--- src/rtl/mfp_gauss_conv1d.sv ---
// Streaming 1-D Gaussian convolver: valid-mode FIR over a line-based pixel stream,
// three-stage pipeline (window, products, rounded/saturated output) with a global stall.
module mfp_gauss_conv1d #(
  parameter int TAPS   = 11,
  parameter int DATA_W = 8,
  parameter int COEF_W = 8
) (
  input  logic                     clk,
  input  logic                     rst_n,
  input  logic [COEF_W*TAPS-1:0]   coef,
  input  logic                     in_valid,
  output logic                     in_ready,
  input  logic [DATA_W-1:0]        in_data,
  input  logic                     in_last,
  output logic                     out_valid,
  input  logic                     out_ready,
  output logic [DATA_W-1:0]        out_data,
  output logic                     out_last,
  output logic                     short_line
);

  localparam int PW = DATA_W + COEF_W + 1;
  localparam int AW = PW + $clog2(TAPS);
  localparam int CW = $clog2(TAPS + 1);
  localparam logic [CW-1:0]        TAPS_C  = CW'(TAPS);
  localparam logic signed [AW-1:0] RND     = AW'(2 ** (COEF_W - 2));
  localparam logic signed [AW-1:0] SAT_MAX = AW'((2 ** DATA_W) - 1);

  logic                     run_q, run_d;
  logic [CW-1:0]            cnt_q, cnt_d;
  logic                     short_q, short_d;
  logic [DATA_W-1:0]        w_q [TAPS];
  logic [DATA_W-1:0]        w_d [TAPS];
  logic                     v0_q, v0_d, last0_q, last0_d;
  logic signed [PW-1:0]     p_q [TAPS];
  logic signed [PW-1:0]     p_d [TAPS];
  logic                     v1_q, v1_d, last1_q, last1_d;
  logic                     out_valid_q, out_valid_d;
  logic                     out_last_q, out_last_d;
  logic [DATA_W-1:0]        out_data_q, out_data_d;

  logic                     en;
  logic                     accept;
  logic                     launch;
  logic [CW-1:0]            cnt_inc;
  logic signed [AW-1:0]     acc;
  logic signed [AW-1:0]     rnd;
  logic [DATA_W-1:0]        sat;

  // run_q keeps in_ready low until the first edge with rst_n sampled high
  assign en        = !out_valid_q || out_ready;
  assign in_ready  = run_q && en;
  assign accept    = in_valid && in_ready;

  assign out_valid  = out_valid_q;
  assign out_data   = out_data_q;
  assign out_last   = out_last_q;
  assign short_line = short_q;

  always_comb begin
    run_d   = 1'b1;
    cnt_inc = (cnt_q == TAPS_C) ? TAPS_C : cnt_q + CW'(1);
    launch  = accept && (cnt_inc == TAPS_C);
    short_d = accept && in_last && (cnt_inc != TAPS_C);
    cnt_d   = cnt_q;
    if (accept) cnt_d = in_last ? '0 : cnt_inc;

    w_d = w_q;
    if (accept) begin
      w_d[0] = in_data;
      for (int i = 1; i < TAPS; i++) w_d[i] = w_q[i-1];
    end

    v0_d    = en ? launch : v0_q;
    last0_d = en ? (launch && in_last) : last0_q;
  end

  // coef[k] pairs with the oldest end of the window, w[TAPS-1-k]
  always_comb begin
    logic signed [PW-1:0] pix;
    logic signed [PW-1:0] cf;
    pix = '0;
    cf  = '0;
    for (int k = 0; k < TAPS; k++) begin
      pix    = PW'({1'b0, w_q[TAPS-1-k]});
      cf     = PW'($signed(coef[k*COEF_W +: COEF_W]));
      p_d[k] = en ? (pix * cf) : p_q[k];
    end
    v1_d    = en ? v0_q : v1_q;
    last1_d = en ? last0_q : last1_q;
  end

  always_comb begin
    acc = '0;
    for (int k = 0; k < TAPS; k++) acc = acc + AW'(p_q[k]);
    rnd = (acc + RND) >>> (COEF_W - 1);
    if (rnd < 0)             sat = '0;
    else if (rnd > SAT_MAX)  sat = '1;
    else                     sat = rnd[DATA_W-1:0];

    out_valid_d = en ? v1_q : out_valid_q;
    out_last_d  = en ? last1_q : out_last_q;
    out_data_d  = (en && v1_q) ? sat : out_data_q;
  end

  always_ff @(posedge clk) begin
    if (!rst_n) begin
      run_q       <= 1'b0;
      cnt_q       <= '0;
      short_q     <= 1'b0;
      w_q         <= '{default: '0};
      v0_q        <= 1'b0;
      last0_q     <= 1'b0;
      p_q         <= '{default: '0};
      v1_q        <= 1'b0;
      last1_q     <= 1'b0;
      out_valid_q <= 1'b0;
      out_last_q  <= 1'b0;
      out_data_q  <= '0;
    end else begin
      run_q       <= run_d;
      cnt_q       <= cnt_d;
      short_q     <= short_d;
      w_q         <= w_d;
      v0_q        <= v0_d;
      last0_q     <= last0_d;
      p_q         <= p_d;
      v1_q        <= v1_d;
      last1_q     <= last1_d;
      out_valid_q <= out_valid_d;
      out_last_q  <= out_last_d;
      out_data_q  <= out_data_d;
    end
  end

endmodule

--- config.mk ---
export PLATFORM = sky130hd
export DESIGN_NAME = mfp_gauss_conv1d
export DESIGN_NICKNAME = d
export VERILOG_FILES = /design/src/rtl/mfp_gauss_conv1d.sv
export SDC_FILE = /design/constraint.sdc
export NUM_CORES = 2
export LEC_CHECK = 0
export BUFFER_PORTS_ARGS = -buffer_cell sky130_fd_sc_hd__buf_4
export CAP_MARGIN = 25
export CORE_MARGIN = 5
export CORE_UTILIZATION = 35
export CTS_BUF_LIST = sky130_fd_sc_hd__clkbuf_4
export DETAILED_ROUTE_END_ITERATION = 6
export PLACE_DENSITY_LB_ADDON = 0.2
export RECOVER_POWER = 50
export SETUP_SLACK_MARGIN = 0.15
export SLEW_MARGIN = 20
export SYNTH_ARGS = -nofsm -noshare
export SYNTH_HDL_FRONTEND = slang
export SYNTH_SLANG_ARGS = --single-unit
--- constraint.sdc ---
create_clock -name clk -period 16.96 [get_ports clk]
set_input_delay 5.088 -clock clk [delete_from_list [all_inputs] [get_ports clk]]
set_output_delay 5.088 -clock clk [all_outputs]
set_load 0.1 [all_outputs]
==> results_dict.tcl <==
set metrics [dict create \
    clock-sinks 295 \
    mostFrequentLayoutCell "inv_1" \
    grt_usage_pct 17.5 \
    routed_wl_um 99800 \
    cts.path.max_buffers 3 \
    post-cts-setup-buffers 0 \
    netlist_area_um2 38800 \
    combPwrFrac_pct 50.8 \
    switching_share_pct 42.2 \
    drtIter0Drc 1239 \
    irDropWorstVdd_uv 150 \
    start_kind "input pin" \
    gp_congestion 0.862 \
    p_clk_share_pct 24.5 \
    path_clk_slew_ns 0.06 \
    synth_flop_cell "dfxtp_1" \
    slew_violations 373 \
    crit_top_cell "clkbuf_1" \
    nets 5762 \
    cp.required_ns 17.68 \
    crit_slowest_cell "clkinvlp_2" \
    fin_cells 6153 \
    violations "max-capacitance violations, max-slew violations" \
    wl_per_cell_um 16.2 \
    ctsHoldBuffers 0 \
    path_class "in -> reg" \
    tns_ns 0 \
    grt_pass1_vias 30800 \
    seqPwrFrac_pct 24.7 \
    placed_cells 5980 \
    avgSynthCellArea_um2 8.52 \
    fp-row-count 122 \
    syn_to_final_growth_pct 8.43 \
    post_drt_via_cell_ratio 4.73 \
    finalSetupViolCount 0 \
    timing_hold_violations_final 0 \
    seq_area_frac_synth_pct 15.2 \
    cts_tree "done" \
    design_area_um2 42000 \
    ys_ff_latch 295 \
    hold_ws_ns 0.451 \
    path_cells "clkbuf_1 > clkinvlp_2 > clkbuf_1 > clkbuf_1 > or4_1 > o311ai_0" \
    boundaryPins 113 \
    initial_core_util_pct 35.1 \
    grt_pass1_wl_um 165000 \
    worstHoldPathType "reg -> reg" \
    finalCriticalPeriod_ns 13.00 \
    place.port_buffers 112 \
    status "finished, violations left" \
    synth_edf_count 0 \
    die-area_um2 118000 \
    startpoint "rst_n" \
    tightestPinTransition_ns 3.20 \
    ant_nets 0 \
    crit_buf_inv 4 \
    root_buffer "clkbuf_4" \
    r2r_start "p_q[3]" \
    maxCapViolCount 7 \
    cp_top_family "buffers and inverters" \
    fp.dieW_um 343 \
    fmax_mhz 76.9 \
    leakage_nw 20.4 \
    hp-start "p_q[7]" \
    cts_resized 0 \
    final_cell_mix "843 x inv_1, 710 x nand2_1, 564 x fa_1" \
    cp-end-kind "flop" \
    finClkSkew_ns 0.0476 \
    grt_overflow_total 0 \
    yosys_warnings 0 \
    worstPathMaxFanout 88 \
    async_flop_share_pct 0 \
    synth_cell_types 57 \
    rsz0062_at_grt "false" \
    dp_hpwl_um 79500 \
    grt_antenna_before_repair 4 \
    post-route-period-util_pct 76.6 \
    die_h_um 343 \
    h-tree-depth 3 \
    cpPeakStageDelay_ns 3.27 \
    p_int_mw 1.73 \
    grt_max_degree 154 \
    powerDensity_nw_per_um2 71.0 \
    vias 29100 \
    slew_headroom_pct -114 \
    cts_buffers 91 \
    cp.arrival_ns 13.71 \
    drt_first_pass_iters 5 \
    p_switching_mw 1.26 \
    clkLatencyLatePin_ns 0.89 \
    coreArea_um2 110000 \
    syn_nets 5727 \
    dpl_cell_area_um2 40900 \
    syn_inst 4551 \
    drc 0 \
    drive_gt1_share_pct 6.01 \
]
final timing paths:
path              depth (start not counted)  slack (ns)     endpoint
setup / recovery                          6        3.96      p_q[49]
hold / removal                            2        0.45       p_q[7]
setup reg to reg                         18       11.21  out_data[2]
hold reg to reg                           2        0.45       p_q[7]
flip-flops by register name, summed over array words and instances (netlist names):
register    cells
last0_q         1
v1_q            1
out_data        8
short_line      1
w_q            88
last1_q         1
out_last        1
cnt_q           4
p_q           187
v0_q            1
out_valid       1
run_q           1
layer usage:
layer | up-vias | wire length, µm | track usage (%)
li1 | 14300 | - | -
met1 | 14300 | 45700 | 23.0
met2 | 328 | 49100 | 30.5
met3 | 104 | 3640 | 3.01
met4 | 2 | 1450 | 3.21
met5 | - | 13 | 0
Yosys cell counts (8+ instances only):
master / number / area [µm²]
a211oi_1: 15 / 113
a21boi_0: 21 / 158
a21o_1: 22 / 165
a21oi_1: 310 / 1550
a31o_2: 8 / 70.1
a31oi_1: 17 / 106
and2_1: 364 / 2280
and3_1: 11 / 68.8
buf_1: 11 / 41.3
clkbuf_1: 170 / 638
dfxtp_1: 295 / 5910
fa_1: 564 / 11300
ha_1: 511 / 6390
inv_1: 844 / 3170
nand2_1: 711 / 2670
nand2b_1: 66 / 413
nand3_1: 78 / 390
nor2_1: 96 / 360
nor2b_1: 19 / 119
nor3_1: 60 / 300
o211ai_1: 16 / 120
o21a_1: 26 / 195
o21ai_0: 109 / 546
o21bai_1: 9 / 67.6
or3_1: 49 / 307
xnor2_1: 45 / 394
xor2_1: 40 / 350
kinds of logic (layout without fill, tap and decap cells):
| logic type | after synthesis | count (layout) | synth area share [%] |
|---|---|---|---|
| flops | 295 | 295 | 15.2 |
| buf+inv | 1027 | 1138 | 9.98 |
| xor+xnor | 85 | 85 | 1.92 |
| other cells | 0 | 3 | 0 |
| fa+ha+maj | 1075 | 1075 | 45.6 |
| mux | 8 | 8 | 0.216 |
| simple gates | 1473 | 1473 | 18.2 |
| compound gates | 588 | 588 | 8.89 |
worst reg2reg max path: cells and delay by family (launching register included):
kind	cells	cell delay (ns)
adder cells (fa/ha/maj)	6	2.85
AO/OA/AOI/OAI	6	1.48
multiplexers	1	0.51
flip-flops	1	0.33
buffers and inverters	4	0.26
AND/OR/NAND/NOR	1	0.23
cell type report:
class / count / area (µm²)
fillers: 11500 / 68300
multi-input cells: 3229 / 29000
flip-flops and latches: 295 / 5910
inverters: 844 / 3170
well taps: 1488 / 1860
clock buffers: 131 / 983
repair buffers: 125 / 907
clock inverters: 38 / 185
diodes: 3 / 7.51
through the flow:
| stage | setup slack, ns | total power, mW | util (%) |
|---|---|---|---|
| after floorplan | 5.88 | 1.87 | - |
| after global placement | 5.86 | 2.26 | 37.1 |
| after detailed placement | 5.87 | 2.27 | 37.1 |
| after CTS | 5.86 | 3.04 | 38.1 |
| after global routing | 3.20 | 3.25 | 38.1 |
| final | 3.96 | 2.98 | 38.1 |
power by group through the flow:
| stage | sequential (mW) | combinational, mW | clock, mW |
|---|---|---|---|
| 3_5_place_dp | 0.753 | 1.52 | 0 |
| 3_3_place_gp | 0.753 | 1.51 | 0 |
| 2_1_floorplan | 0.744 | 1.12 | 0 |
| 6_report | 0.738 | 1.52 | 0.732 |
| 5_1_grt | 0.741 | 1.70 | 0.801 |
| 4_1_cts | 0.738 | 1.53 | 0.767 |
(Power assumes the default switching activity.)
